[src/rtl/operator_slot_sequencer.sv]
// operator_slot_sequencer
// Per-sample scheduler for the shared operator datapath. A sample tick starts a
// frame. The frame issues every (bank, op) slot once, in order, SLOT_SPACING
// clocks apart. It then waits for the datapath pipeline to empty. Key-on events
// from the register file are held in a pending bitmap. Each one is delivered as
// a single key_on_pulse on that operator's next issue.
module operator_slot_sequencer #(
    parameter int NUM_BANKS      = 2,
    parameter int OPS_PER_BANK   = 18,
    parameter int BANK_NUM_WIDTH = 1,
    parameter int OP_NUM_WIDTH   = 5,
    parameter int SLOT_SPACING   = 2,
    parameter int PIPELINE_DELAY = 6
) (
    input  logic                      clk,
    input  logic                      reset_n,
    input  logic                      sample_tick,
    input  logic                      kon_valid,
    input  logic [BANK_NUM_WIDTH-1:0] kon_bank,
    input  logic [OP_NUM_WIDTH-1:0]   kon_op,
    output logic                      sample_clk_en,
    output logic [BANK_NUM_WIDTH-1:0] bank_num,
    output logic [OP_NUM_WIDTH-1:0]   op_num,
    output logic                      key_on_pulse,
    output logic                      busy,
    output logic                      frame_done,
    output logic                      overrun
);

    localparam int NUM_SLOTS = NUM_BANKS * OPS_PER_BANK;
    localparam int SLOT_W    = (NUM_SLOTS > 1) ? $clog2(NUM_SLOTS) : 1;

    localparam logic [1:0] ST_IDLE  = 2'd0;
    localparam logic [1:0] ST_ISSUE = 2'd1;
    localparam logic [1:0] ST_GAP   = 2'd2;
    localparam logic [1:0] ST_DRAIN = 2'd3;

    // Spacing of one means slots go out on consecutive clocks with no GAP state.
    localparam bit BACK_TO_BACK = (SLOT_SPACING == 1);

    // Terminal counts. GAP_LAST is unused when BACK_TO_BACK is set.
    localparam logic [3:0] GAP_LAST   = 4'(SLOT_SPACING - 2);
    localparam logic [7:0] DRAIN_LAST = 8'(PIPELINE_DELAY - 1);

    localparam logic [BANK_NUM_WIDTH-1:0] LAST_BANK = BANK_NUM_WIDTH'(NUM_BANKS - 1);
    localparam logic [OP_NUM_WIDTH-1:0]   LAST_OP   = OP_NUM_WIDTH'(OPS_PER_BANK - 1);

    logic [1:0]                state;
    logic [3:0]                gap_cnt;
    logic [7:0]                drain_cnt;
    logic [NUM_SLOTS-1:0]      pending;

    logic                      issue;
    logic                      last_slot;
    logic                      kon_ok;
    logic [SLOT_W-1:0]         cur_idx;
    logic [SLOT_W-1:0]         kon_idx;
    logic [BANK_NUM_WIDTH-1:0] nxt_bank;
    logic [OP_NUM_WIDTH-1:0]   nxt_op;
    logic [NUM_SLOTS-1:0]      set_vec;
    logic [NUM_SLOTS-1:0]      clr_vec;

    // Flat bitmap position of a (bank, op) pair: bank-major, matching issue order.
    function automatic logic [SLOT_W-1:0] slot_index(
        input logic [BANK_NUM_WIDTH-1:0] b,
        input logic [OP_NUM_WIDTH-1:0]   o
    );
        return SLOT_W'(int'(b) * OPS_PER_BANK + int'(o));
    endfunction

    // Decode the current slot and the incoming key-on event, and step to the next slot.
    always_comb begin
        issue     = (state == ST_ISSUE);
        last_slot = (bank_num == LAST_BANK) && (op_num == LAST_OP);
        cur_idx   = slot_index(bank_num, op_num);
        kon_idx   = slot_index(kon_bank, kon_op);
        // Events that name a slot outside the array are dropped.
        kon_ok    = kon_valid && (int'(kon_bank) < NUM_BANKS) && (int'(kon_op) < OPS_PER_BANK);
        if (op_num == LAST_OP) begin
            nxt_op   = '0;
            nxt_bank = bank_num + BANK_NUM_WIDTH'(1);
        end else begin
            nxt_op   = op_num + OP_NUM_WIDTH'(1);
            nxt_bank = bank_num;
        end
    end

    // Build the pending-bitmap set/clear masks. A clear on the slot being issued beats a same-cycle set.
    always_comb begin
        set_vec = '0;
        clr_vec = '0;
        if (kon_ok) begin
            set_vec[kon_idx] = 1'b1;
        end
        if (issue) begin
            clr_vec[cur_idx] = 1'b1;
        end
    end

    // Derive the strobes from the state. A key-on arriving in its own issue cycle goes out with this pulse.
    always_comb begin
        sample_clk_en = issue;
        busy          = (state != ST_IDLE);
        frame_done    = (state == ST_DRAIN) && (drain_cnt == DRAIN_LAST);
        key_on_pulse  = issue && (pending[cur_idx] || (kon_ok && (kon_idx == cur_idx)));
    end

    // Frame sequencer: step through IDLE, ISSUE/GAP per slot, then DRAIN. Slot registers load on entry to ISSUE.
    always_ff @(posedge clk or negedge reset_n) begin
        if (!reset_n) begin
            state     <= ST_IDLE;
            gap_cnt   <= '0;
            drain_cnt <= '0;
            bank_num  <= '0;
            op_num    <= '0;
        end else begin
            case (state)
                ST_IDLE: begin
                    if (sample_tick) begin
                        state    <= ST_ISSUE;
                        bank_num <= '0;
                        op_num   <= '0;
                    end
                end
                ST_ISSUE: begin
                    if (last_slot) begin
                        state     <= ST_DRAIN;
                        drain_cnt <= '0;
                    end else if (BACK_TO_BACK) begin
                        state    <= ST_ISSUE;
                        bank_num <= nxt_bank;
                        op_num   <= nxt_op;
                    end else begin
                        state   <= ST_GAP;
                        gap_cnt <= '0;
                    end
                end
                ST_GAP: begin
                    if (gap_cnt == GAP_LAST) begin
                        state    <= ST_ISSUE;
                        bank_num <= nxt_bank;
                        op_num   <= nxt_op;
                    end else begin
                        gap_cnt <= gap_cnt + 4'd1;
                    end
                end
                default: begin
                    if (drain_cnt == DRAIN_LAST) begin
                        state <= ST_IDLE;
                    end else begin
                        drain_cnt <= drain_cnt + 8'd1;
                    end
                end
            endcase
        end
    end

    // Record a tick that arrives while a frame is in progress, including its frame_done cycle.
    always_ff @(posedge clk or negedge reset_n) begin
        if (!reset_n) begin
            overrun <= 1'b0;
        end else begin
            overrun <= sample_tick && busy;
        end
    end

    // Pending key-on bitmap. Repeated events before the issue collapse into one bit.
    always_ff @(posedge clk or negedge reset_n) begin
        if (!reset_n) begin
            pending <= '0;
        end else begin
            pending <= (pending | set_vec) & ~clr_vec;
        end
    end

endmodule

[config.mk]
export PLATFORM = sky130hd
export DESIGN_NAME = operator_slot_sequencer
export DESIGN_NICKNAME = d
export VERILOG_FILES = /design/src/rtl/operator_slot_sequencer.sv
export SDC_FILE = /design/constraint.sdc
export NUM_CORES = 1
export LEC_CHECK = 0
export CAP_MARGIN = 25
export CORE_MARGIN = 8
export CORE_UTILIZATION = 50
export DETAILED_ROUTE_END_ITERATION = 10
export HOLD_SLACK_MARGIN = 0.15
export PLACE_DENSITY = 0.69
export SLEW_MARGIN = 5
export SYNTH_ARGS = -nofsm -noshare
export SYNTH_HDL_FRONTEND = slang
export SYNTH_SLANG_ARGS = --single-unit
[constraint.sdc]
create_clock -name clk -period 3.6 [get_ports clk]
set_clock_uncertainty 0.2 [all_clocks]
set_input_delay 0.54 -clock clk [delete_from_list [all_inputs] [get_ports clk]]
set_output_delay 0.54 -clock clk [all_outputs]
set_load 0.005 [all_outputs]
==> results of run 1 <==
-- through the flow --
step	cell area, um2	instances	power (uW)	hold WS, ns
after global routing	4100	502	2680	0.343
after floorplan	3460	381	1490	0.0444
final	4100	502	2530	0.324
after global placement	3830	485	1770	0.283
after detailed placement	3830	485	1790	0.295
after CTS	4090	502	2520	0.323
-- state kept, by name, summed over array words and instances, names as in the netlist --
signal,count
pending,36
drain_cnt,8
state,2
op_num,5
bank_num,1
overrun,1
gap_cnt,4
-- path summary, 6_finish.rpt --
path	to	slack, ns	cells after the start
worst max-delay path	key_on_pulse	0.09	8
worst min-delay path	pending[28]$_DFF_PN0_	0.32	2
worst max register to register	drain_cnt[1]$_DFFE_PN0P_	0.84	7
worst min register to register	pending[28]$_DFF_PN0_	0.32	2
max in group asynchronous	pending[28]$_DFF_PN0_	1.90	3
min in group asynchronous	drain_cnt[0]$_DFFE_PN0P_	0.45	2
-- repair_timing --
item / 4_1_cts / 5_1_grt
setup endpoints to repair: 1 / 1
setup buffers: 0 / 0
endpoints found under the hold margin: 16 / 0
hold buffers: 1 / 0
gates resized for setup: 4 / 1
-- power breakdown --
part / switching, uW / internal [uW] / total [uW]
registers: 118 / 790 / 908
clock network: 268 / 459 / 727
logic: 499 / 392 / 891
total: 885 / 1640 / 2530
-- logic make-up (layout without fill, tap and decap cells) --
logic type      Yosys count  count (layout)
fa+ha+maj                19              19
simple gates            127             127
compound gates          115             115
xor+xnor                 16              16
flops                    57              57
mux                      13              13
buf+inv                  34              75
-- synthesized netlist by cell type (7+ instances only) --
cell      number
nand3_1       12
ha_1          19
nor2_1        32
a21oi_1       75
xnor2_1       11
clkbuf_1      11
nor3_1         8
nand2b_1       7
dfrtp_1       57
inv_1         19
o21ai_0       13
nand2_1       27
-- worst min-delay path, stage by stage (launching register included) --
cell	delay, ns
dfrtp_1	0.34
a21oi_1	0.04
a21oi_1	0.10
-- routing by layer --
layer / track usage [%] / vias up
met3: 4.12 / 20
met5: 0 / -
met1: 24.7 / 1415
li1: - / 1428
met4: 8.73 / 0
met2: 27.8 / 113
-- layout by cell type, fill, tap and decap left out, types with 5 or more instances in the layout --
cell type         n
ha_1             17
nand2_1          27
buf_4            19
xor2_1            5
nand2b_1          7
o31ai_1           5
a21oi_1          75
o21ai_0          13
clkbuf_8          9
nor3_1            8
dfrtp_1          57
xnor2_1          11
clkdlybuf4s50_1  18
inv_1            19
nor2b_1           6
nor2_1           32
nand3b_1          6
and3_1            5
nand3_1          12
mux2i_1           6
-- layout make-up --
cell class / instances / area, um2
multi-input cells: 290 / 1910
clock buffers: 9 / 124
repair buffers: 40 / 347
inverters: 19 / 71.3
fillers: 589 / 2660
flip-flops and latches: 57 / 1430
well taps: 80 / 100
clock inverters: 7 / 119
==> out/metrics.yaml, run 1 <==
clkSinkCount: 57
rows: 30
rr_startpoint: "op_num[0]$_DFFE_PN0P_"
cts_tree: "done"
die_h_um: 99.2
min_path_type: "flip-flop to flip-flop"
area_growth_pct: 18.6
nets: 446
dp_hpwl_um: 6380
dr.pass1.iters: 6
dp_slack_ns: 0.0727
synth.avg_cell_area_um2: 9.07
hold_start: "pending[28]$_DFF_PN0_"
htreeDepth: 3
min_period_over_period_pct: 97.6
cts_buffer_depth: 2
synth_adder_area_share_pct: 6.88
drtAntennaViolNets: 0
period_needed_ns: 3.51
start_util_pct: 51.2
fin_ws_ns: 0.0870
grt_pass1_vias: 2825
port_buffers: 20
synth_top_family_by_area: "simple AND/OR/NAND/NOR gates"
maxSlewViolCount: 0
wl_per_cell_um: 17.5
grt_pass1_wl_um: 14300
cts_buffers: 9
yosysSeqAreaShare_pct: 41.3
yosysUniqueCellTypes: 53
postSynthCellCount: 381
max-cap-violations: 0
cp_data_arrival_time_ns: 2.77
wl_met3_um: 481
synth_edf_count: 0
fin_util_pct: 60.7
num_vias: 2976
hold_viol: 0
start_kind: "flip-flop"
gp_congestion: 0.898
finalSetupViolations: 0
die_w_um: 99.2
synth_xor_area_share_pct: 4.05
vias_per_cell: 5.93
dr_wl_met2_um: 3920
crit_start: "bank_num$_DFFE_PN0P_"
critical-path-max-stage-delay_ns: 0.49
rsz0062_at_grt: "false"
async_reset_ff_share_pct: 100
ir_worst_vdd_mv: 0.369
ios: 21
dieArea_um2: 9830
grt_overflow_total: 0
crit_path_end_kind: "output port"
max_slew.worst_pin.slew_ns: 0.984
critPathSlowestCell: "mux4_2"
grt_use_total_pct: 18.5
drcViolationCount: 0
netlist_top_cells_area: "dfrtp_1, a21oi_1, ha_1"
clk_latency_ns: 0.35
grt_antenna_before_repair: 0
core_area_um2: 6760
crit_chain: "ha_2 > ha_4 > mux4_2 > nand2b_1 > and3_4 > o41ai_2 > nand2_1 > dlygate4sd2_1"
syn-num-nets: 410
synthMuxAreaShare_pct: 5.54
layout-drive-gt1-share_pct: 12.8
critPathTopFamily: "adder cells"
synth_top_area_cell: "dfrtp_1"
top_layer_used: "met4"
synth_seq_cells: 57
cp_num_buf_inv: 1
dr.first_iter.drc_count: 260
wl_met1_um: 4140
crit_type: "flip-flop to output port"
clk_pin_slew_worst_paths_ns: 0.08
status: "complete, no violations"
fmax_mhz: 285
synth_simple_gate_area_share_pct: 19.3
synth_ff_type: "dfrtp_1"
synth_warnings: 0
power.density_nw_per_um2: 616
wl_um: 8760
required_ns: 2.86
cts_root_buffer: "clkbuf_8"
grt_max_degree: 42
path_max_fanout: 5
synth_compound_area_share_pct: 19.0
slew_headroom_pct: 33.9
setup_tns_ns: 0
p_leak_uw: 0.00183
netlist_area_um2: 3460
antennaDiodeCount: 0
synth_top_area_share_pct: 41.3
No activity file was read; power rests on OpenSTA's default activity.
==> inputs of run 2 (changes only) <==
- CORE_MARGIN: 8 -> 1
==> run 2 against run 1 <==
  * Via count down 1.8%
  * Sequential share of layout area rose by 0.52 points
  * Hold slack got worse by 0.0026 ns
  * Combinational power decreased by 2%
  * Total power is 6.3% lower
  * Fmax is 0.21% lower
  * Critical endpoint unchanged
  * Largest power group unchanged
==> out/metrics.yaml, run 2 (synthesized netlist as in run 1, its figures left out) <==
max-cap-violations: 0  # unchanged
dp_slack_ns: 0.0189  # was 0.0727 ns
mostFrequentLayoutCells: "a21oi_1, dfrtp_1, nor2_1, nand2_1, inv_1"  # was a21oi_1, dfrtp_1, nor2_1, nand2_1
clockPowerShare_pct: 25.0  # was 28.8%
port_buffers: 20  # unchanged
cts_root_buffer: "clkbuf_8"  # unchanged
vias_per_cell: 5.87  # was 5.93
grt_antenna_before_repair: 0  # unchanged
required_ns: 2.86  # about the same
antennaDiodeCount: 0  # unchanged
crit_type: "flip-flop to output port"  # unchanged
largest-register: "pending"  # unchanged
power_frac_comb_pct: 36.8  # was 35.3%
largest_reg_flops: 36  # unchanged
wl_per_cell_um: 16.9  # was 17.5 um
fmax_mhz: 284  # was 285 MHz
drcViolationCount: 0  # unchanged
final_area_um2: 4040  # was 4100 um2
p_leak_uw: 0.00180  # was 0.00183 uW
clk_latency_ns: 0.34  # was 0.35 ns
drtAntennaViolNets: 0  # unchanged
die_h_um: 85.2  # was 99.2 um
core_area_um2: 6490  # was 6760 um2
seq_power_share_pct: 38.1  # was 35.9%
slew_headroom_pct: 47.1  # was 33.9%
clkSinkCount: 57  # unchanged
ir_worst_vdd_mv: 0.449  # was 0.369 mV
path_max_fanout: 6  # was 5
maxSlewViolCount: 0  # unchanged
cts_buffers: 9  # unchanged
fin_ws_ns: 0.0798  # was 0.0870 ns
p_switching_uw: 857  # was 885 uW
start_kind: "flip-flop"  # unchanged
min_period_over_period_pct: 97.8  # was 97.6%
period_needed_ns: 3.52  # was 3.51 ns
cp_data_arrival_time_ns: 2.78  # was 2.77 ns
ios: 21  # unchanged
switching_share_pct: 36.2  # was 35.0%
reg.largest.list: "pending: 36 flops, drain_cnt: 8 flops, op_num: 5 flops"  # unchanged
dr.pass1.iters: 5  # was 6
grt_overflow_total: 0  # unchanged
power.density_nw_per_um2: 586  # was 616 nW/um2
clk_pin_slew_worst_paths_ns: 0.07  # was 0.08 ns
gp_congestion: 0.865  # was 0.898
place_area_um2: 3820  # was 3830 um2
area_growth_pct: 16.9  # was 18.6%
start_util_pct: 53.2  # was 51.2%
rsz0062_at_grt: "false"  # unchanged
setup_tns_ns: 0  # unchanged
cts_buffer_depth: 2  # unchanged
num_vias: 2922  # was 2976
die_w_um: 85.2  # was 99.2 um
wl_um: 8400  # was 8760 um
post_cts_buffers: 0  # unchanged
cts_tree: "done"  # unchanged
hold_viol: 0  # unchanged
grt_pass1_wl_um: 13600  # was 14300 um
rows: 29  # was 30
grt_use_total_pct: 24.7  # was 18.5%
htreeDepth: 3  # unchanged
layout-drive-gt1-share_pct: 12.1  # was 12.8%
status: "complete, no violations"  # unchanged
dieArea_um2: 7250  # was 9830 um2
intPower_uw: 1510  # was 1640 uW
dp_hpwl_um: 6080  # was 6380 um
crit_path_end_kind: "output port"  # unchanged
nets: 445  # was 446
grt_max_degree: 36  # was 42
max_slew.worst_pin.slew_ns: 0.793  # was 0.984 ns
finalSetupViolations: 0  # unchanged
grt_pass1_vias: 2749  # was 2825
dr.first_iter.drc_count: 251  # was 260
final_common_cell: "a21oi_1"  # unchanged
min_path_type: "flip-flop to flip-flop"  # unchanged
## run 2: final timing paths
check / startpoint / end / slack, ns / cells after the start
worst max-delay path: op_num[1]$_DFFE_PN0P_ / key_on_pulse / 0.08 / 8
worst min-delay path: pending[28]$_DFF_PN0_ / pending[28]$_DFF_PN0_ / 0.32 / 2
worst max register to register: op_num[0]$_DFFE_PN0P_ / drain_cnt[0]$_DFFE_PN0P_ / 0.96 / 7
worst min register to register: pending[28]$_DFF_PN0_ / pending[28]$_DFF_PN0_ / 0.32 / 2
max in group asynchronous: reset_n / pending[7]$_DFF_PN0_ / 1.78 / 3
min in group asynchronous: reset_n / op_num[1]$_DFFE_PN0P_ / 0.62 / 2
## run 2: metrics by stage
step	hold slack [ns]	utilization, %	instances	total power [uW]
after floorplan	0.0444	-	381	1490
after global placement	0.299	58.8	481	1750
after detailed placement	0.311	58.8	481	1770
after CTS	0.327	62.1	498	2370
after global routing	0.352	62.2	498	2520
final	0.322	62.2	498	2370
## run 2: cell type report
type	count	area (um2)
multi-input combinational	290	1910
tap	77	96.3
clock buffer	11	141
fill	566	2450
clock inverter	5	55.1
sequential	57	1430
inverter	19	71.3
timing repair buffer	39	343
## run 2: worst max-delay path, stage by stage, from the launching register on
cell           delay (ns)
dfrtp_1              0.38
ha_2                 0.20
ha_4                 0.30
buf_6                0.13
mux4_1               0.54
mux2_2               0.30
a32oi_1              0.22
nand2_1              0.09
dlygate4sd2_1        0.27
## run 2: metal layers
metal | vias up | part of all wire, % | GRT usage (%) | routed length (um)
met5 | - | 0 | 0 | 0
met1 | 1403 | 46 | 33.4 | 3840
met2 | 86 | 48 | 40.0 | 4000
met4 | 0 | 1.4 | 7.24 | 119
met3 | 12 | 5.3 | 5.25 | 447
li1 | 1421 | - | - | -
## run 2: power by group through the flow
stage	registers [uW]	clock network (uW)	logic (uW)
final	902	593	872
after CTS	900	608	865
after detailed placement	910	0	857
after global placement	904	0	845
after floorplan	888	0	599
after global routing	920	636	962
## run 2: what timing repair did
item,in CTS,in global routing
hold endpoints to repair,34,0
setup endpoints to repair,1,1
pin swaps,1,1
hold buffers,1,0
gates resized for setup,3,1
